--- config.mk ---
export PLATFORM = sky130hd
export DESIGN_NAME = eth_tx_serializer
export DESIGN_NICKNAME = d
export VERILOG_FILES = /design/src/rtl/eth_tx_pkg.sv /design/src/rtl/eth_tx_serializer.sv
export SDC_FILE = /design/constraint.sdc
export NUM_CORES = 1
export LEC_CHECK = 0
export ABC_AREA = 1
export CELL_PAD_IN_SITES_DETAIL_PLACEMENT = 1
export CELL_PAD_IN_SITES_GLOBAL_PLACEMENT = 1
export CORE_MARGIN = 10
export CORE_UTILIZATION = 37
export DETAILED_ROUTE_END_ITERATION = 8
export GPL_ROUTABILITY_DRIVEN = 0
export PLACE_DENSITY_LB_ADDON = 0.1
export SYNTH_ARGS = -nofsm -noshare
export SYNTH_HDL_FRONTEND = slang
export SYNTH_SLANG_ARGS = --single-unit
--- constraint.sdc ---
create_clock -name clk -period 1.35 [get_ports clk]
set_input_delay 0.27 -clock clk [delete_from_list [all_inputs] [get_ports clk]]
set_output_delay 0.27 -clock clk [all_outputs]
set_load 0.02 [all_outputs]
--- src/rtl/eth_tx_pkg.sv ---
// Shared types and constants for the RMII transmit serializer.
package eth_tx_pkg;

    typedef enum logic [2:0] {
        IDLE,
        PREAMBLE,
        SFD,
        DATA,
        IFG
    } tx_state_t;

    localparam logic [7:0] PREAMBLE_BYTE          = 8'h55;
    localparam logic [7:0] SFD_BYTE               = 8'hD5;
    localparam int         DEFAULT_IFG_CYCLES     = 48;
    localparam int         DEFAULT_PREAMBLE_BYTES = 7;

    // Bytes leave the MAC least-significant dibit first.
    function automatic logic [1:0] dibit_sel(input logic [7:0] b, input logic [1:0] idx);
        logic [1:0] d;
        case (idx)
            2'd0:    d = b[1:0];
            2'd1:    d = b[3:2];
            2'd2:    d = b[5:4];
            default: d = b[7:6];
        endcase
        return d;
    endfunction

endpackage

--- src/rtl/eth_tx_serializer.sv ---
// Byte-stream to RMII dibit serializer: prepends preamble/SFD to each frame
// and enforces the inter-frame gap before accepting the next frame.
module eth_tx_serializer
    import eth_tx_pkg::*;
#(
    parameter int IFG_CYCLES     = DEFAULT_IFG_CYCLES,
    parameter int PREAMBLE_BYTES = DEFAULT_PREAMBLE_BYTES
) (
    input  logic       clk,
    input  logic       rst_n,
    input  logic       axiiv,
    input  logic [7:0] axiid,
    output logic       axiir,
    output logic       axiov,
    output logic [1:0] axiod
);

    localparam int BYTE_W = $clog2(PREAMBLE_BYTES + 1);
    localparam int IFG_W  = $clog2(IFG_CYCLES + 1);
    localparam logic [BYTE_W-1:0] LAST_PRE = BYTE_W'(PREAMBLE_BYTES - 1);
    localparam logic [IFG_W-1:0]  LAST_IFG = IFG_W'(IFG_CYCLES - 1);

    tx_state_t         state, state_nxt;
    logic [7:0]        byte_reg, byte_nxt;
    logic [1:0]        dibit_cnt, dibit_nxt;
    logic [BYTE_W-1:0] byte_cnt, byte_cnt_nxt;
    logic [IFG_W-1:0]  ifg_cnt, ifg_nxt;
    logic              ov_nxt;
    logic [1:0]        od_nxt;
    logic [1:0]        step;

    // State and counters always describe the dibit currently on the wire.
    assign axiir = (state == IDLE) || ((state == DATA) && (dibit_cnt == 2'd3));
    assign step  = dibit_cnt + 2'd1;

    always_ff @(posedge clk or negedge rst_n) begin
        if (!rst_n) begin
            state     <= IDLE;
            byte_reg  <= 8'h00;
            dibit_cnt <= 2'd0;
            byte_cnt  <= '0;
            ifg_cnt   <= '0;
            axiov     <= 1'b0;
            axiod     <= 2'b00;
        end else begin
            state     <= state_nxt;
            byte_reg  <= byte_nxt;
            dibit_cnt <= dibit_nxt;
            byte_cnt  <= byte_cnt_nxt;
            ifg_cnt   <= ifg_nxt;
            axiov     <= ov_nxt;
            axiod     <= od_nxt;
        end
    end

    always_comb begin
        state_nxt    = state;
        byte_nxt     = byte_reg;
        dibit_nxt    = dibit_cnt;
        byte_cnt_nxt = byte_cnt;
        ifg_nxt      = ifg_cnt;
        ov_nxt       = axiov;
        od_nxt       = axiod;

        case (state)
            IDLE: begin
                ov_nxt = 1'b0;
                od_nxt = 2'b00;
                if (axiiv) begin
                    byte_nxt     = axiid;
                    dibit_nxt    = 2'd0;
                    byte_cnt_nxt = '0;
                    state_nxt    = PREAMBLE;
                    ov_nxt       = 1'b1;
                    od_nxt       = dibit_sel(PREAMBLE_BYTE, 2'd0);
                end
            end
            PREAMBLE: begin
                dibit_nxt = step;
                od_nxt    = dibit_sel(PREAMBLE_BYTE, step);
                if (dibit_cnt == 2'd3) begin
                    if (byte_cnt == LAST_PRE) begin
                        state_nxt = SFD;
                        od_nxt    = dibit_sel(SFD_BYTE, 2'd0);
                    end else begin
                        byte_cnt_nxt = byte_cnt + BYTE_W'(1);
                    end
                end
            end
            SFD: begin
                dibit_nxt = step;
                od_nxt    = dibit_sel(SFD_BYTE, step);
                if (dibit_cnt == 2'd3) begin
                    state_nxt = DATA;
                    od_nxt    = dibit_sel(byte_reg, 2'd0);
                end
            end
            DATA: begin
                dibit_nxt = step;
                od_nxt    = dibit_sel(byte_reg, step);
                if (dibit_cnt == 2'd3) begin
                    // Ready is high here, so axiiv alone decides continue vs end of frame.
                    if (axiiv) begin
                        byte_nxt = axiid;
                        od_nxt   = dibit_sel(axiid, 2'd0);
                    end else begin
                        state_nxt = IFG;
                        ov_nxt    = 1'b0;
                        od_nxt    = 2'b00;
                        ifg_nxt   = '0;
                    end
                end
            end
            IFG: begin
                ov_nxt = 1'b0;
                od_nxt = 2'b00;
                if (ifg_cnt == LAST_IFG) begin
                    state_nxt = IDLE;
                end else begin
                    ifg_nxt = ifg_cnt + IFG_W'(1);
                end
            end
            default: begin
                state_nxt = IDLE;
                ov_nxt    = 1'b0;
                od_nxt    = 2'b00;
            end
        endcase
    end

endmodule

==> results of run 1 <==
## worst reg2reg max path, stage by stage, from the launching register on
cell                      delay (ns)
sky130_fd_sc_hd__dfrtp_2        0.46
sky130_fd_sc_hd__nor2_2         0.14
sky130_fd_sc_hd__nand2_1        0.14
sky130_fd_sc_hd__o21ai_4        0.11
sky130_fd_sc_hd__buf_4          0.14
sky130_fd_sc_hd__buf_8          0.12
sky130_fd_sc_hd__nand2_4        0.08
sky130_fd_sc_hd__nand2_1        0.10
sky130_fd_sc_hd__nand2_1        0.07
## cells in the final DEF, fill, tap and decap left out, types with 4 or more instances in the layout
master,n
sky130_fd_sc_hd__dfrtp_1,23
sky130_fd_sc_hd__ha_4,4
sky130_fd_sc_hd__o21ai_1,4
sky130_fd_sc_hd__nand2_1,49
sky130_fd_sc_hd__buf_4,22
sky130_fd_sc_hd__inv_4,4
sky130_fd_sc_hd__nand2_2,12
sky130_fd_sc_hd__nand3_4,5
sky130_fd_sc_hd__inv_1,13
sky130_fd_sc_hd__buf_6,8
sky130_fd_sc_hd__inv_2,4
sky130_fd_sc_hd__nand3_1,21
sky130_fd_sc_hd__nor2_1,7
sky130_fd_sc_hd__clkdlybuf4s50_1,9
sky130_fd_sc_hd__o21ai_0,6
## per-layer routing
layer | part of all wire, % | routed length [um]
met2 | 56 | 2780
met5 | 0 | 0
met1 | 39 | 1940
met4 | 1.9 | 93
met3 | 2.8 | 138
## per-stage QoR
step | total power (W) | TNS [ns]
after floorplan | 0.00245 | 0
after global placement | 0.00324 | -2.14
after detailed placement | 0.00338 | -3.05
after CTS | 0.00414 | -0.556
after global routing | 0.00501 | -2.53
final | 0.00471 | -1.07
## kinds of logic (layout without fill, tap and decap cells)
| family | count (synthesis) | count (layout) | synth area share, % |
|---|---|---|---|
| simple gates | 108 | 109 | 33.5 |
| flops | 25 | 25 | 43.6 |
| buf+inv | 22 | 71 | 6.46 |
| compound gates | 21 | 21 | 8.81 |
| fa+ha+maj | 8 | 8 | 6.98 |
| xor+xnor | 1 | 1 | 0.611 |
## power groups by stage
stage	combinational (W)	sequential [W]	clock, W
after floorplan	0.00114	0.00130	0
after global placement	0.00200	0.00124	0
after detailed placement	0.00213	0.00125	0
after CTS	0.00242	0.00124	0.000480
after global routing	0.00320	0.00132	0.000498
final	0.00296	0.00128	0.000467
## cell type report
type | count | area [sq um] | share of cell area, %
inverters | 21 | 88.8 | 4.06
clock buffers | 4 | 45.0 | 2.06
flip-flops and latches | 25 | 628 | 28.7
well taps | 48 | 60.1 | 2.75
multi-input cells | 139 | 925 | 42.3
repair buffers | 46 | 439 | 20.1
## repair_timing
action	in CTS	in global routing
hold endpoints to repair	0	0
setup endpoints to repair	17	26
gates resized for setup	35	42
cloned	1	0
hold buffers	0	0
pin swaps	8	13
setup buffers	4	4
## how the worst max path moves through the flow
stage	start	end	slack [ns]	cells past startpoint
after CTS	state[2]$_DFFE_PN0P_	axiir	-0.14	4
final	state[0]$_DFFE_PN0P_	axiir	-0.18	4
after detailed placement	state[2]$_DFFE_PN0P_	axiir	-0.32	4
after global placement	state[2]$_DFFE_PN0P_	axiir	-0.30	4
after floorplan	ifg_cnt[0]$_DFFE_PN0P_	state[0]$_DFFE_PN0P_	0.008	8
after global routing	state[2]$_DFFE_PN0P_	axiir	-0.23	4
==> reports/results.env, run 1 <==
SYNTH-WARNING-COUNT=0
POST-ROUTE-CELL-AREA_SQ_UM=2190
CRITICAL_PATH_TYPE='reg -> out'
DIODES=0
SYNTHESIZED_FLOP_AND_LATCH_TOTAL=25
FINISH.UTILIZATION_PCT=58.8
CTS_INSERTED_BUFFERS=3
DRC_ERRORS=0
ROUTED_WIRELENGTH_UM=4950
CRITICAL_PATH.SLOWEST_CELL='sky130_fd_sc_hd__dfrtp_2'
ASYNC_RESET_FF_SHARE_PCT=100
FLOORPLAN.INITIALDENSITY_PCT=38.6
DRT.ANTENNA.VIOLATING_NETS=0
SYNTH-MAIN-FF-CELL='sky130_fd_sc_hd__dfrtp_1'
INSTANCES_NO_FILL=283
WORST_SLACK_NS=-0.180
SWITCHING_SHARE_PCT=46.2
SYNTH-EDFF-COUNT=0
POWER.CLOCK.FRACTION_PCT=9.9
CTSROOTBUFFERMASTER='sky130_fd_sc_hd__clkbuf_8'
CP.REQUIRED_NS=1.08
WORST_R2R_STARTPOINT='state[0]$_DFFE_PN0P_'
TIMING.HOLD.WORST.CLASS='in -> async'
CTS-ROOT-TO-SINK-BUFFERS=2
INTERNAL_REG_TO_REG_SETUP_SLACK_NS=-0.10
DIE_W_UM=82.3
SETUP_REPAIR_AFTER_GLOBAL_ROUTING_MISSED_ITS_MARGIN='true'
PATH_BUF_INV=1
FIRST_GLOBAL_VIAS=1546
GRT_FIRST_PASS_WIRELENGTH_UM=7400
POWER.STATIC_LEAKAGE_nW=1.10
SYNTH.NET_COUNT=204
IOS=15
POWER.SWITCHING_W=0.00217
TIMING.CRITICAL_PATH.SLOWEST_CELL_DELAY_NS=0.46
LARGEST_REGISTER_FFS=8
SYNTH_CELL_TYPE_COUNT=21
CLK_LATENCY_NS=0.28
SETUP-VIOLATIONS-FINAL=17
VIOLATED_CHECKS='negative setup slack'
FINALWORSTPATHREQUIREDPERIOD_NS=1.53
NETLIST_TOP_CELLS_COUNT='60 x sky130_fd_sc_hd__nand2_1, 25 x sky130_fd_sc_hd__dfrtp_1, 25 x sky130_fd_sc_hd__nand3_1'
DIE_HEIGHT_UM=82.3
CRITICAL_PATH_PEAK_FANOUT=3
HTREEDEPTH=1
SYN_AVG_CELL_AREA_SQ_UM=7.75
INITIAL_ANTENNA_VIOLATION_COUNT=0
DR_TOTAL_VIAS=1456
LARGEST_NET_DEGREE_AT_THE_START_OF_GLOBAL_ROUTING=26
DP.FINAL_HPWL_UM=3080
TOTAL_DIE_AREA_SQ_UM=6770
RUN_STATUS='finished with violations'
CRITICAL_PATH.TOP_DELAY_FAMILY='flip-flops'
DR.PASS1.ITERS=4
SLEW_HEADROOM_PCT=82.3
POST_DP_CELL_AREA_SQ_UM=1830
TOTAL_INTERNAL_POWER_W=0.00253
FINAL_NETS=255
DRT-WIRELENGTH-PER-CELL_UM=17.5
CLK_PIN_SLEW_WORST_PATHS_NS=0.09
YOSYSSEQAREASHARE_PCT=43.6
NUMBER_OF_PLACEMENT_ROWS=22
FILL_CELLS=449
CRIT_PATH_CELL_TRACE='nor2_2 -> nand2_1 -> o21ai_4 -> buf_6'
FRACTION_OF_POST_SYNTHESIS_CELL_AREA_IN_THE_TOP_CELL_TYPE_BY_AREA_PCT=43.6
FLOORPLAN.CORE_AREA_SQ_UM=3720
SYN_AREA_SQ_UM=1430
POWER.SHARE.SEQUENTIAL_PCT=27.2
CRIT-REG2REG-CAPTURE='byte_reg[4]$_DFFE_PN0P_'
YOSYSMOSTFREQUENTCELL='sky130_fd_sc_hd__nand2_1'
FMAXACHIEVABLE_MHz=654
MIN_PERIOD_OVER_PERIOD_PCT=113
SYN_TO_FINAL_GROWTH_PCT=52.4
CTS_TREE='yes'
SYNTH.AREA.TOP_CELLS='sky130_fd_sc_hd__dfrtp_1 44%, sky130_fd_sc_hd__nand2_1 16%, sky130_fd_sc_hd__nand3_1 8.7%'
REPORT.FINAL.SLEW_VIOL_COUNT=0
POWER_DENSITY_OVER_CELL_AREA_nW_PER_UM2=2150
PEAK_VDD_IR_mV=0.881
WORST_SETUP_PATH_END_KIND='output pin'
GRT.MET3_USAGE_PCT=1.73
CRITPATHARRIVALTIME_NS=1.26
CLKSINKCOUNT=25
SYN-INSTANCE-COUNT=185
DP.CELLS=270
GR-MAX-USAGE-LAYER='met2'
GRT_UTIL_MET1_PCT=15.4
FRACTION_OF_FINAL_LAYOUT_CELLS_WITH_DRIVE_STRENGTH_GREATER_THAN_1_PCT=36.6
SHARE_COMB_OF_TOTAL_POWER_PCT=62.9
PRECTSSETUPSLACK_NS=-0.325
GRT_USE_TOTAL_PCT=14.1
GRT-OVFL-TOTAL=0
RR_WORST_DEPTH=8
FIRST_ITER_VIOLATIONS=32
NUMBER_OF_MAX_CAP_VIOLATIONS=0
GR-USAGE-MET2_PCT=27.0
IO_BUFFERS=14
DETAIL_ROUTE.VIAS_PER_CELL=5.14
CRITPATHLAUNCHTYPE='register'
SYNTH_AREA_LEADER_CELL='sky130_fd_sc_hd__dfrtp_1'
FINALHOLDVIOLCOUNT=0
TIGHTESTPINTRANSITION_NS=0.263
FINAL.SETUP_SKEW_NS=0.00310
HOLDWS_NS=0.335
(Power assumes the default switching activity.)
==> run 2: changes to the inputs <==
CORE_UTILIZATION = 30   (was 37)
SKIP_LAST_GASP = 1   (was unset)
==> run 2 against run 1 <==
Against the previous run:
- the flow still finishes with violations (negative setup slack)
- via count decreased by 1.4%
- clock-buffer cell count down 1
- non-clock buffer count down 1
- fmax increased by 5.2%
- sequential share of layout area hardly changed
- sequential power is essentially flat
- clock power about the same
- design area decreased by 0.34%
- global-route usage is 2.4 points lower
- largest cell class unchanged
- largest power group unchanged
==> reports/results.env, run 2 (synthesis gave the netlist of run 1 again) <==
TIMING.HOLD.WORST.CLASS='in -> async'
DIODES=0  # unchanged
CRITICAL_PATH_TYPE='reg -> out'
SLEW_HEADROOM_PCT=83.5  # +1.2 points
GRT-OVFL-TOTAL=0  # unchanged
FINAL_NETS=254  # -0.39%
CTS-ROOT-TO-SINK-BUFFERS=2  # unchanged
CRITICAL_PATH_PEAK_FANOUT=2  # -1
DRT-WIRELENGTH-PER-CELL_UM=14.9  # -15%
SYN_TO_FINAL_GROWTH_PCT=51.9
POST-ROUTE-CELL-AREA_SQ_UM=2180  # -0.34%
FRACTION_OF_FINAL_LAYOUT_CELLS_WITH_DRIVE_STRENGTH_GREATER_THAN_1_PCT=36.8  # +0.16 points
DRT.ANTENNA.VIOLATING_NETS=0  # unchanged
MOST_FREQUENT_STANDARD_CELL_IN_THE_LAYOUT_EXCLUDING_FILL_AND_TAP_CELLS='sky130_fd_sc_hd__nand2_1'
POST_DP_CELL_AREA_SQ_UM=1830  # +0.41%
RR_WORST_DEPTH=8  # unchanged
SETUP_TNS_NS=-0.302  # +0.768 ns
GRT_USE_TOTAL_PCT=11.7  # -2.4 points
FINAL.SETUP_SKEW_NS=0.0110  # +0.00794 ns
REPORT.FINAL.SLEW_VIOL_COUNT=0  # unchanged
POST-LAYOUT-TOTAL-POWER_W=0.00457  # -3.0%
IOS=15  # unchanged
HOLDWS_NS=0.333  # -0.00190 ns
DETAIL_ROUTE.VIAS_PER_CELL=4.99  # -3.1%
INITIAL_ANTENNA_VIOLATION_COUNT=0  # unchanged
CTS_TREE='yes'
CRITPATHLAUNCHTYPE='register'
POWER_DENSITY_OVER_CELL_AREA_nW_PER_UM2=2100  # -2.7%
TOTAL_DIE_AREA_SQ_UM=7950  # +17%
FINISH.UTILIZATION_PCT=46.4  # -12 points
CRIT-REG2REG-CAPTURE='ifg_cnt[3]$_DFFE_PN0P_'
SETUP_REPAIR_AFTER_GLOBAL_ROUTING_MISSED_ITS_MARGIN='true'
TIGHTESTPINTRANSITION_NS=0.246  # -0.0176 ns
MIN_PERIOD_OVER_PERIOD_PCT=108  # -5.6 points
LARGEST_NET_DEGREE_AT_THE_START_OF_GLOBAL_ROUTING=26  # unchanged
FMAXACHIEVABLE_MHz=687  # +5.2%
NUMBER_OF_MAX_CAP_VIOLATIONS=0  # unchanged
CRITPATHARRIVALTIME_NS=1.19  # -0.07 ns
HTREEDEPTH=1  # unchanged
FLOORPLAN.INITIALDENSITY_PCT=30.6  # -8.0 points
DIE_HEIGHT_UM=89.1  # +8.4%
NUMBER_OF_PLACEMENT_ROWS=25  # +14%
CLKSINKCOUNT=25  # unchanged
DR_TOTAL_VIAS=1436  # -1.4%
INTERNAL_REG_TO_REG_SETUP_SLACK_NS=-0.04  # +0.06 ns
CLK_PIN_SLEW_WORST_PATHS_NS=0.10  # about the same
DIE_W_UM=89.1  # +8.4%
WORST_SETUP_PATH_END_KIND='output pin'
CTS_HOLD_REPAIR.BUFFERS=0  # unchanged
ROUTED_WIRELENGTH_UM=4280  # -13%
CTSROOTBUFFERMASTER='sky130_fd_sc_hd__clkbuf_8'
PEAK_VDD_IR_mV=0.830  # -5.8%
DR.PASS1.ITERS=4  # unchanged
WORST_R2R_STARTPOINT='dibit_cnt[0]$_DFFE_PN0P_'
CTS_INSERTED_BUFFERS=3  # unchanged
FIRST_ITER_VIOLATIONS=58  # +81%
VIOLATED_CHECKS='negative setup slack'
LARGEST_REGISTER_FFS=8  # unchanged
FIRST_GLOBAL_VIAS=1533  # -0.84%
FINALHOLDVIOLCOUNT=0  # unchanged
SETUP-VIOLATIONS-FINAL=9  # -8
FINALWORSTPATHREQUIREDPERIOD_NS=1.46  # -0.0751 ns
DRC_ERRORS=0  # unchanged
FILL_CELLS=571  # +27%
IO_BUFFERS=14  # unchanged
RUN_STATUS='finished with violations'
POWER.STATIC_LEAKAGE_nW=1.08  # -1.4%
FLOORPLAN.CORE_AREA_SQ_UM=4690  # +26%
CP.REQUIRED_NS=1.08  # about the same
GRT_FIRST_PASS_WIRELENGTH_UM=7310  # -1.1%
MOSTFREQUENTLAYOUTCELLS='47 x sky130_fd_sc_hd__nand2_1, 24 x sky130_fd_sc_hd__dfrtp_1, 22 x sky130_fd_sc_hd__buf_4, 21 x sky130_fd_sc_hd__nand3_1, 14 x sky130_fd_sc_hd__inv_1'
CLK_LATENCY_NS=0.28  # about the same
DP.FINAL_HPWL_UM=3170  # +2.9%
WORST_SLACK_NS=-0.105  # +0.0751 ns
[run 2: how the worst max path moves through the flow]
| stage | startpoint | end | slack, ns |
|---|---|---|---|
| 2_1_floorplan | ifg_cnt[0]$_DFFE_PN0P_ | state[0]$_DFFE_PN0P_ | 0.008 |
| 3_3_place_gp | state[0]$_DFFE_PN0P_ | axiir | -0.30 |
| 3_5_place_dp | state[0]$_DFFE_PN0P_ | axiir | -0.35 |
| 4_1_cts | state[0]$_DFFE_PN0P_ | axiir | -0.15 |
| 5_1_grt | dibit_cnt[0]$_DFFE_PN0P_ | axiir | -0.16 |
| 6_report | dibit_cnt[0]$_DFFE_PN0P_ | axiir | -0.11 |
[run 2: worst max-delay path, cell delays in order, from the launching register on]
cell and delay (ns):
sky130_fd_sc_hd__dfrtp_1 0.41, sky130_fd_sc_hd__ha_4 0.17, sky130_fd_sc_hd__inv_4 0.04, sky130_fd_sc_hd__o21ai_4 0.15, sky130_fd_sc_hd__buf_6 0.14
[run 2: where the power goes]
group	internal, W	total (W)	switching (W)
Clock	0.000207	0.000470	0.000263
Sequential	0.00104	0.00128	0.000247
Combinational	0.00126	0.00281	0.00155
Total	0.00251	0.00457	0.00206
[run 2: cell type report]
type / count / area (sq um) / share of cell area (%)
multi-input cells: 139 / 930 / 42.7
flip-flops and latches: 25 / 627 / 28.8
repair buffers: 45 / 422 / 19.4
inverters: 21 / 86.3 / 3.96
well taps: 54 / 67.6 / 3.10
clock buffers: 3 / 41.3 / 1.90
clock inverters: 1 / 5.00 / 0.230
[run 2: repair_timing]
action,in CTS,in global routing
resized for setup,41,32
setup endpoints to repair,17,24
buffers inserted,5,2
cloned,1,0
pin swaps,11,12
[run 2: metrics by stage]
step	setup slack, ns	std cells
6_report	-0.105	288
5_1_grt	-0.162	288
4_1_cts	-0.146	286
3_5_place_dp	-0.354	276
3_3_place_gp	-0.298	276
2_1_floorplan	0.00797	185
[run 2: routing by layer]
metal / vias to the layer above / track usage, % / part of all wire (%)
met2: 20 / 20.7 / 52
li1: 706 / - / -
met1: 703 / 13.9 / 43
met4: 0 / 2.75 / 1.0
met5: - / 0 / 0
met3: 7 / 2.83 / 3.3
==> run 3: changes to the inputs <==
ABC_CLOCK_PERIOD_IN_PS = 1350   (was unset)
==> results of run 3 <==
No change in the layout: final DEF, timing and power equal those of run 2.
